==> config.mk <==
export PLATFORM = sky130hd
export DESIGN_NAME = race_gamma_sequencer
export DESIGN_NICKNAME = d
export VERILOG_FILES = /design/src/rtl/race_seq_pkg.sv /design/src/rtl/spike_edge_gen.sv /design/src/rtl/race_gamma_sequencer.sv
export SDC_FILE = /design/constraint.sdc
export NUM_CORES = 1
export LEC_CHECK = 0
export CORE_MARGIN = 3
export CORE_UTILIZATION = 53
export CTS_CLUSTER_DIAMETER = 120
export DETAILED_ROUTE_END_ITERATION = 16
export PLACE_DENSITY = 0.82
export SETUP_SLACK_MARGIN = 0.02
export SYNTH_ARGS = -nofsm -noshare
export SYNTH_HDL_FRONTEND = slang
export SYNTH_SLANG_ARGS = --single-unit
==> constraint.sdc <==
create_clock -name aclk -period 3 [get_ports aclk]
set_input_delay 0.3 -clock aclk [delete_from_list [all_inputs] [get_ports aclk]]
set_output_delay 0.3 -clock aclk [all_outputs]
set_load 0.005 [all_outputs]
==> src/rtl/race_seq_pkg.sv <==
// Shared types and helpers for the race-logic gamma-cycle sequencer.
package race_seq_pkg;

    // Sequencer phases of one gamma cycle.
    typedef enum logic [1:0] {
        IDLE = 2'd0,
        SET  = 2'd1,
        RUN  = 2'd2,
        DONE = 2'd3
    } seq_state_t;

    // All-ones code that stands for "no spike" at a given time width.
    function automatic int inf_time(input int tw);
        return (1 << tw) - 1;
    endfunction

    // Level an edge line rests at before its spike arrives.
    function automatic logic edge_idle(input bit falling);
        return falling;
    endfunction

endpackage

==> src/rtl/spike_edge_gen.sv <==
// One temporal input lane: holds its spike time and drives a sticky edge
// that goes active on the cycle the shared time base reaches that time.
module spike_edge_gen
    import race_seq_pkg::*;
#(
    parameter int TW      = 3,
    parameter bit FALLING = 1'b0
) (
    input  logic          aclk,
    input  logic          grst,
    input  logic          load,
    input  logic [TW-1:0] load_time,
    input  logic          clear,
    input  logic          arm,
    input  logic [TW-1:0] tcnt_next,
    output logic          edge_o
);

    localparam logic [TW-1:0] INF = TW'(inf_time(TW));

    logic [TW-1:0] time_reg;
    logic          fired_reg;

    // Latch the job's time and raise the edge one register stage ahead so it
    // is already active during the RUN cycle whose count equals that time.
    always_ff @(posedge aclk or negedge grst) begin
        if (!grst) begin
            time_reg  <= INF;
            fired_reg <= 1'b0;
        end else begin
            if (load) begin
                time_reg <= load_time;
            end
            if (clear) begin
                fired_reg <= 1'b0;
            end else if (arm && (tcnt_next == time_reg) && (time_reg != INF)) begin
                fired_reg <= 1'b1;
            end
        end
    end

    assign edge_o = fired_reg ^ edge_idle(FALLING);

endmodule

==> src/rtl/race_gamma_sequencer.sv <==
// Runs one gamma cycle: clear the fabric, replay the input spike times as
// edges on a shared time base, and report when the fabric output fired.
module race_gamma_sequencer
    import race_seq_pkg::*;
#(
    parameter int N       = 2,
    parameter int TW      = 3,
    parameter bit FALLING = 1'b0
) (
    input  logic            aclk,
    input  logic            grst,
    input  logic            in_valid,
    output logic            in_ready,
    input  logic [N*TW-1:0] in_time,
    output logic            set,
    output logic [N-1:0]    edge_o,
    input  logic            q_i,
    output logic            out_valid,
    input  logic            out_ready,
    output logic [TW-1:0]   out_time,
    output logic            err
);

    localparam logic [TW-1:0] INF  = TW'(inf_time(TW));
    localparam logic [TW-1:0] LAST = INF - TW'(1);

    seq_state_t    state_reg, state_next;
    logic [TW-1:0] tcnt_reg, tcnt_next;
    logic [TW-1:0] cap_reg;
    logic          captured_reg;
    logic          err_reg;
    logic          q_active;
    logic          load;
    logic          arm;
    logic          clear;

    assign q_active = q_i ^ edge_idle(FALLING);

    // Next phase, time base and handshake outputs; tcnt only advances in RUN
    // and sits at zero otherwise so every job starts counting from 0.
    always_comb begin
        state_next = state_reg;
        tcnt_next  = '0;
        in_ready   = 1'b0;
        set        = 1'b0;
        out_valid  = 1'b0;
        case (state_reg)
            IDLE: begin
                in_ready = 1'b1;
                if (in_valid) begin
                    state_next = SET;
                end
            end
            SET: begin
                set        = 1'b1;
                state_next = RUN;
            end
            RUN: begin
                if (tcnt_reg == LAST) begin
                    state_next = DONE;
                end else begin
                    tcnt_next = tcnt_reg + TW'(1);
                end
            end
            DONE: begin
                out_valid = 1'b1;
                if (out_ready) begin
                    state_next = IDLE;
                end
            end
            default: state_next = IDLE;
        endcase
    end

    // Phase and time-base registers.
    always_ff @(posedge aclk or negedge grst) begin
        if (!grst) begin
            state_reg <= IDLE;
            tcnt_reg  <= '0;
        end else begin
            state_reg <= state_next;
            tcnt_reg  <= tcnt_next;
        end
    end

    // Fabric-not-cleared check during SET and first-edge capture during RUN;
    // both are dropped once the result has been handed off.
    always_ff @(posedge aclk or negedge grst) begin
        if (!grst) begin
            captured_reg <= 1'b0;
            cap_reg      <= INF;
            err_reg      <= 1'b0;
        end else begin
            case (state_reg)
                SET: begin
                    captured_reg <= 1'b0;
                    cap_reg      <= INF;
                    err_reg      <= q_active;
                end
                RUN: begin
                    if (!captured_reg && q_active) begin
                        captured_reg <= 1'b1;
                        cap_reg      <= tcnt_reg;
                    end
                end
                DONE: begin
                    if (out_ready) begin
                        captured_reg <= 1'b0;
                        cap_reg      <= INF;
                        err_reg      <= 1'b0;
                    end
                end
                default: ;
            endcase
        end
    end

    assign out_time = captured_reg ? cap_reg : INF;
    assign err      = err_reg;

    assign load  = (state_reg == IDLE) && in_valid;
    assign arm   = (state_next == RUN);
    assign clear = (state_reg == DONE) && out_ready;

    generate
        for (genvar gi = 0; gi < N; gi++) begin : g_lane
            spike_edge_gen #(
                .TW      (TW),
                .FALLING (FALLING)
            ) u_lane (
                .aclk      (aclk),
                .grst      (grst),
                .load      (load),
                .load_time (in_time[gi*TW +: TW]),
                .clear     (clear),
                .arm       (arm),
                .tcnt_next (tcnt_next),
                .edge_o    (edge_o[gi])
            );
        end
    endgenerate

endmodule

==> results of run 1 <==
==> where the power goes <==
part	leakage, nW	internal (mW)	switching (mW)
sequential	0.202	0.404	0.146
combinational	0.272	0.326	0.251
clock	0.0210	0.0740	0.0757
total	0.495	0.805	0.473
==> layout by cell type (no fill, tap or decap), drive strengths merged <==
cell type,n
xnor2,1
a21boi,1
dfstp,9
o21ba,1
nor2b,3
nand2,9
a31oi,2
o2111ai,1
nor4b,1
mux2,6
a221oi,1
nand3b,1
o21bai,1
or3b,1
clkbuf,4
a21o,1
a22o,1
o21ai,7
o311ai,1
o22ai,1
o31ai,1
and2,3
a21oi,5
clkdlybuf4s50,19
dfrtp,9
nand2b,8
nor2,12
and3,1
mux2i,2
inv,5
==> per-layer routing <==
| metal | up-vias | wire (um) | global-route usage |
|---|---|---|---|
| met2 | 22 | 1050 | 0.330 |
| met4 | 0 | 25 | 0.0853 |
| met3 | 4 | 82 | 0.0306 |
| met5 | - | 0 | 0 |
| li1 | 379 | - | - |
| met1 | 378 | 848 | 0.234 |
==> cell families (layout without fill, tap and decap cells) <==
kind of cell	Yosys count	in the layout	synth area share
and+or+nand+nor	39	39	0.205
DFF	18	18	0.467
buffers and inverters	13	28	0.0721
AOI/OAI and AO/OA	24	24	0.159
xor gates and xnor gates	1	1	0.00885
muxes	8	8	0.0885
==> final cells by class <==
class                           instances  area [um2]
Fill cell                             113         435
Clock buffer                            4        36.3
Multi-Input combinational cell         72         457
Timing Repair Buffer                   19         190
Inverter                                5        18.8
Tap cell                               24        30.0
Sequential cell                        18         462
==> worst max path at each step <==
stage	start	to	slack (ns)
final	state_reg[1]	set	1.08
after global placement	out_ready	cap_reg[0]	1.40
after floorplan	tcnt_reg[2]	g_lane[0].u_lane.edge_o	1.62
after CTS	state_reg[1]	set	1.10
after global routing	state_reg[1]	set	0.99
after detailed placement	out_ready	cap_reg[1]	1.35
==> through the flow <==
stage | util | hold WS (ns) | area, um2
floorplan | - | 0.00441 | 990
global placement | 0.710 | 0.467 | 1160
detailed placement | 0.710 | 0.484 | 1160
CTS | 0.733 | 0.476 | 1190
global route | 0.733 | 0.491 | 1190
finish | 0.733 | 0.447 | 1190
==> results.json, run 1 <==
{
  "drv_cap": 0,
  "critical_path_buf_inv_count": 3,
  "vias_per_cell": 5.51,
  "ys.warnings.count": 0,
  "vias": 783,
  "postCtsSetupRepairBufs": 0,
  "power_mw": 1.28,
  "synth_top_area_share": 0.239,
  "async_flop_share": 1.00,
  "status": "finished, final reports clean",
  "worstPathRequired_ns": 2.70,
  "cts_hold_buf": 0,
  "dp_hpwl_mm": 1.51,
  "fin_setup_tns_ns": 0,
  "syn_inst": 103,
  "drtIter0Drc": 24,
  "yosysTopAreaCell": "dfstp_2",
  "drive_gt1_frac": 0.195,
  "leakagePower_nw": 0.495,
  "clkTransAtPathRegs_ns": 0.10,
  "initial_utilization": 0.608,
  "grt_pass1_vias": 797,
  "arrival_ns": 1.62,
  "fin_cells": 142,
  "synth_seq_cells": 18,
  "finClkSkew_ns": 0.00158,
  "wire_per_inst_um": 14.1,
  "largest_reg_flops": 6,
  "antenna_found_initial": 0,
  "grt_max_degree": 19,
  "worstReg2RegStart": "state_reg[0]",
  "num_antenna_cells": 0,
  "dp.cells": 138,
  "cp-start-kind": "flop",
  "rr_endpoint": "g_lane[1].u_lane.edge_o",
  "dieArea_mm2": 0.00242,
  "synthTopCellsByCount": "nor2_1, dfrtp_1, dfstp_2, nand2_1, o21ai_0",
  "first_pass_iters": 4,
  "worstPathMaxFanout": 7,
  "critPathSlowestCell": "clkdlybuf4s50_1",
  "syn2layout_area_growth_pct": 20.6,
  "reg2reg_depth": 5,
  "portBuffers": 19,
  "gr-total-overflow": 0,
  "drc_errors": 0,
  "finalHoldViolCount": 0,
  "syn_nets": 114,
  "die_w_um": 49.2,
  "crit_family": "buffers and inverters",
  "syn-cell-area_um2": 990,
  "rows": 14,
  "slew_viol_final": 0,
  "max_slew_margin": 0.482,
  "cts_tree": "yes",
  "hp-class": "input port to async pin",
  "seq_area_frac_synth": 0.466,
  "cts_max_level": 1,
  "core_mm2": 0.00163,
  "cts_sinks": 18,
  "criticalPathCategory": "flop to primary output",
  "critical_path.max_stage_delay_ns": 0.50,
  "grt_pass1_wl_mm": 3.60,
  "setup_ws_ns": 1.08,
  "root_buffer": "clkbuf_4",
  "grt.total_usage": 0.192,
  "cpMostUsedCell": "inv_1",
  "end_kind": "primary output",
  "syn_area_per_cell_um2": 9.61,
  "ios": 20,
  "clk-insertion-delay-late_ns": 0.29,
  "fp.dieH_um": 49.2,
  "synth_edf_count": 0,
  "r2r_slack_ns": 1.43,
  "tightest_slew_ns": 0.775,
  "period_needed_ns": 1.92,
  "ant_nets": 0,
  "min_period_over_period": 0.639,
  "peakVddDrop_mv": 0.635,
  "setup_viol": 0,
  "yosysMostFrequentCell": "nor2_1",
  "synth_cell_type_count": 34,
  "synth_area_leaders": "dfstp_2, dfrtp_1, mux2_2",
  "nets": 130,
  "path_cells": "inv_1 -> nand2_1 -> inv_1 -> clkdlybuf4s50_1",
  "dp_slack_ns": 1.35,
  "fmaxAchievable_ghz": 0.522,
  "cts_resized": 0,
  "p_per_area_mw_per_mm2": 1070,
  "place.gp.congestion": 0.792,
  "synth_flop_cell": "dfstp_2",
  "drt-total-wl_mm": 2.00,
  "tritoncts.num_buffers": 3,
  "cts_buffer_depth": 2,
  "path_depth": 4,
  "rsz0062_at_grt": "false"
}
Power figures use the tool's default switching activity.
==> run 2: changes to the inputs <==
- CORE_UTILIZATION: 53 -> 49
- PLACE_DENSITY: 0.82 -> 0.77
- clock period: 3 -> 1.9 ns (I/O delays scaled with it)
==> run 2 against run 1 <==
- cell count is 2.1% higher
- total power is 60% higher
- worst hold slack worse by 0.25 ns
- critical path depth is 1 lower
- cell area is 1.5% higher
- die area is 7.2% higher
- sequential share of layout area is 0.46 points lower
- non-clock buffer count is 2 higher
- wire length is 0.95% higher
- highest routed layer unchanged
==> results.json, run 2 (same netlist as run 1, synthesis figures left out) <==
{
  "wl_met2_mm": 1.04,
  "drt-met1-wl_um": 842,
  "layout_commonest_cell": "clkdlybuf4s50_1",
  "cp-start-kind": "flop",
  "power.switching_uw": 763,
  "largest_reg_flops": 6,
  "power_mw": 2.05,
  "clkTransAtPathRegs_ns": 0.11,
  "fillers": 142,
  "antenna_found_initial": 0,
  "placedInstanceArea_mm2": 0.00117,
  "tritoncts.num_buffers": 3,
  "ios": 20,
  "wl_met3_um": 100,
  "status": "finished, final reports clean",
  "initial_utilization": 0.544,
  "vias_per_cell": 5.57,
  "worstPathRequired_ns": 1.71,
  "finalHoldViolCount": 0,
  "leakagePower_nw": 0.503,
  "peakVddDrop_mv": 0.996,
  "fp.dieH_um": 50.9,
  "cts_buffer_depth": 2,
  "worstPathMaxFanout": 11,
  "clkPwrFrac": 0.119,
  "slew_viol_final": 0,
  "final_cell_mix": "clkdlybuf4s50_1, nor2_1, nand2_1, dfstp_2, dfrtp_1",
  "drtIter0Drc": 17,
  "grt_pass1_vias": 710,
  "dp.cells": 140,
  "pwr-share-seq": 0.425,
  "vias": 807,
  "criticalPathCategory": "flop to primary output",
  "arrival_ns": 1.62,
  "syn2layout_area_growth_pct": 22.4,
  "dp_hpwl_mm": 1.47,
  "rows": 15,
  "die_w_um": 50.9,
  "end_kind": "primary output",
  "first_pass_iters": 4,
  "clk-insertion-delay-late_ns": 0.30,
  "setup_viol": 0,
  "num_antenna_cells": 0,
  "drt-total-wl_mm": 2.02,
  "period_needed_ns": 1.81,
  "fin_cells": 145,
  "cts_max_level": 1,
  "portBuffers": 19,
  "place.gp.congestion": 0.860,
  "core_mm2": 0.00182,
  "routed.top_layer": "met4",
  "hp-class": "input port to async pin",
  "cts_tree": "yes",
  "p_per_area_mw_per_mm2": 1690,
  "rsz0062_at_grt": "false",
  "finClkSkew_ns": 0.00783,
  "drive_gt1_frac": 0.217,
  "grt_max_degree": 19,
  "cts_sinks": 18,
  "dieArea_mm2": 0.00259,
  "fin_area_mm2": 0.00121,
  "switching_share": 0.373,
  "p_comb_frac": 0.456,
  "ant_nets": 0,
  "gr-total-overflow": 0,
  "min_period_over_period": 0.954,
  "grt_pass1_wl_mm": 3.30,
  "max_slew_margin": 0.751,
  "fmaxAchievable_ghz": 0.551,
  "fin_setup_tns_ns": 0,
  "wire_per_inst_um": 13.9,
  "tightest_slew_ns": 0.373,
  "cell_internal_pwr_mw": 1.28,
  "drv_cap": 0,
  "root_buffer": "clkbuf_4",
  "grt.total_usage": 0.170,
  "nets": 132,
  "drc_errors": 0
}
## run 2: metal layers
metal / GRT usage / vias to the layer above
li1: - / 382
met1: 0.220 / 392
met2: 0.281 / 28
met3: 0.0175 / 5
met4: 0.0807 / 0
met5: 0 / -
## run 2: cell type report
cell class | count | area, um2 | area share
multi-input combinational | 72 | 457 | 0.377
clock buffer | 4 | 36.3 | 0.0300
sequential | 18 | 463 | 0.382
tap | 25 | 31.3 | 0.0258
timing repair buffer | 21 | 205 | 0.169
inverter | 5 | 18.8 | 0.0155
## run 2: per-stage QoR
step / utilization / hold slack [ns] / worst slack [ns]
2_1_floorplan: - / -0.106 / 0.521
3_3_place_gp: 0.641 / 0.467 / 0.369
3_5_place_dp: 0.641 / 0.475 / 0.340
4_1_cts: 0.660 / 0.201 / 0.0775
5_1_grt: 0.665 / 0.230 / 0.0148
6_report: 0.665 / 0.194 / 0.0867
## run 2: worst paths after layout
check	from	to	slack, ns	cells past startpoint
min in group aclk	cap_reg[1]	cap_reg[1]	0.49	2
setup reg to reg	state_reg[0]	g_lane[1].u_lane.edge_o	0.30	5
hold reg to reg	cap_reg[1]	cap_reg[1]	0.49	2
setup / recovery	state_reg[0]	set	0.09	3
max in group asynchronous	grst	g_lane[0].u_lane.time_reg[2]	1.44	2
hold / removal	grst	tcnt_reg[0]	0.19	2
## run 2: worst max-delay path: stages (launching register included)
cell             delay (ns)
dfrtp_1                0.53
nand2_1                0.18
inv_1                  0.11
clkdlybuf4s50_1        0.50
## run 2: power groups by stage
stage,Clock (mW),Sequential (mW),Combinational [mW]
after floorplan,0,0.735,0.752
after global placement,0,0.861,0.885
after detailed placement,0,0.871,0.917
after CTS,0.251,0.865,0.924
after global routing,0.270,0.904,1.03
final,0.244,0.870,0.933
## run 2: timing repair
item | in CTS | in global routing
buffers inserted | 0 | 1
resized for setup | 0 | 1
endpoints found under the setup margin | 0 | 1
hold buffers | 0 | 0
==> run 3: changes to the inputs <==
- CORE_MARGIN: 3 -> default
==> run 3 against run 2 <==
- sequential share of layout area grew 0.50 points
- via count shrank 5.7%
- register-to-register slack gained 0.02 ns
- total power shrank 3.0%
- critical endpoint unchanged
- largest cell class unchanged
==> results.json, run 3 (same netlist as run 1, synthesis figures left out) <==
{
  "tightest_slew_ns": 0.403,
  "rsz0062_at_grt": "false",
  "arrival_ns": 1.60,
  "postCtsSetupRepairBufs": 0,
  "r2r_slack_ns": 0.32,
  "die_w_um": 46.9,
  "cts_hold_buf": 0,
  "rows": 15,
  "initial_utilization": 0.549,
  "cts_buffer_depth": 2,
  "grt_max_degree": 19,
  "fmaxAchievable_ghz": 0.558,
  "fin_setup_tns_ns": 0,
  "crit_family": "buffers and inverters",
  "cts_sinks": 18,
  "layout_commonest_cell": "clkdlybuf4s50_1",
  "cp-start-kind": "flop",
  "dp_slack_ns": 0.324,
  "cts_max_level": 1,
  "p_per_area_mw_per_mm2": 1660,
  "wire_per_inst_um": 13.9,
  "drc_errors": 0,
  "grt.total_usage": 0.216,
  "finClkSkew_ns": 0.00537,
  "portBuffers": 19,
  "antenna_found_initial": 0,
  "finalHoldViolCount": 0,
  "end_kind": "primary output",
  "worstPathMaxFanout": 7,
  "drtIter0Drc": 10,
  "vias": 761,
  "fin_area_mm2": 0.00119,
  "fillers": 156,
  "clkTransAtPathRegs_ns": 0.11,
  "hp-class": "input port to async pin",
  "clk-insertion-delay-late_ns": 0.29,
  "grt_pass1_wl_mm": 3.28,
  "drt-total-wl_mm": 2.01,
  "worstPathRequired_ns": 1.71,
  "core_mm2": 0.00180,
  "cts_resized": 0,
  "place.gp.congestion": 0.779,
  "critical_path.max_stage_delay_ns": 0.50,
  "path_cells": "inv_1 -> nand2_1 -> inv_1 -> clkdlybuf4s50_1",
  "period_needed_ns": 1.79,
  "leakagePower_nw": 0.494,
  "final_cell_mix": "clkdlybuf4s50_1, nor2_1, nand2_1, dfstp_2, dfrtp_1",
  "critPathSlowestCell": "clkdlybuf4s50_1",
  "criticalPathCategory": "flop to primary output",
  "status": "finished, final reports clean",
  "max_slew_margin": 0.731,
  "setup_ws_ns": 0.108,
  "dieArea_mm2": 0.00220,
  "rr_endpoint": "g_lane[0].u_lane.edge_o",
  "reg2reg_depth": 5,
  "drive_gt1_frac": 0.193,
  "ant_nets": 0,
  "grt_pass1_vias": 680,
  "drv_cap": 0,
  "cts_tree": "yes",
  "slew_viol_final": 0,
  "placedInstanceArea_mm2": 0.00117,
  "peakVddDrop_mv": 0.989,
  "gr-total-overflow": 0,
  "min_period_over_period": 0.943,
  "vias_per_cell": 5.28,
  "nets": 131,
  "critical_path_buf_inv_count": 3,
  "ios": 20,
  "num_antenna_cells": 0,
  "setup_viol": 0,
  "dp_hpwl_mm": 1.46,
  "tritoncts.num_buffers": 3,
  "worstReg2RegStart": "tcnt_reg[0]",
  "power_mw": 1.98,
  "cpMostUsedCell": "inv_1",
  "first_pass_iters": 4,
  "root_buffer": "clkbuf_4",
  "largest_reg_flops": 6,
  "syn2layout_area_growth_pct": 20.5,
  "fp.dieH_um": 46.9
}
-- run 3: cell count changes in the layout (fill, tap and decap cells not counted), sizes merged --
cell  previous run  this run
buf              2         1
-- run 3: worst reg2reg max path, delay by kind of cell (launching register included) --
| kind | cells | cell delay, ns |
|---|---|---|
| compound gates | 2 | 0.29 |
| xor+xnor | 1 | 0.14 |
| flops | 1 | 0.52 |
| simple gates | 2 | 0.55 |
-- run 3: stage by stage --
stage	instances	hold WS, ns	utilization
finish	144	0.219	0.662
global route	144	0.239	0.662
CTS	144	0.230	0.662
detailed placement	140	0.470	0.647
global placement	140	0.468	0.647
floorplan	103	-0.106	-
-- run 3: worst max-delay path by stage --
stage                                          to          from  depth (start not counted)  slack (ns)
final                                         set  state_reg[1]                          4        0.11
after global routing                          set  state_reg[1]                          4        0.02
after CTS                                     set  state_reg[1]                          4        0.11
after detailed placement  g_lane[0].u_lane.edge_o   tcnt_reg[0]                          5        0.32
after global placement    g_lane[0].u_lane.edge_o   tcnt_reg[0]                          5        0.38
after floorplan           g_lane[0].u_lane.edge_o   tcnt_reg[2]                          6        0.52
-- run 3: area by class of cell --
type                            count  area (um2)  area share
Multi-Input combinational cell     72         457       0.383
Timing Repair Buffer               20         198       0.166
Inverter                            5        18.8      0.0157
Sequential cell                    18         462       0.387
Clock buffer                        4        26.3      0.0220
Tap cell                           25        31.3      0.0262
-- run 3: routing by layer --
layer	GRT usage	vias to the layer above	share of wire
met5	0	-	0
met4	0.0514	0	0.0070
met3	0.0346	2	0.029
met2	0.319	14	0.45
met1	0.332	366	0.51
li1	-	379	-
-- run 3: report_power, final --
group / internal [mW] / switching [mW] / total [mW]
logic: 0.516 / 0.391 / 0.907
clock network: 0.0815 / 0.117 / 0.199
registers: 0.638 / 0.240 / 0.879
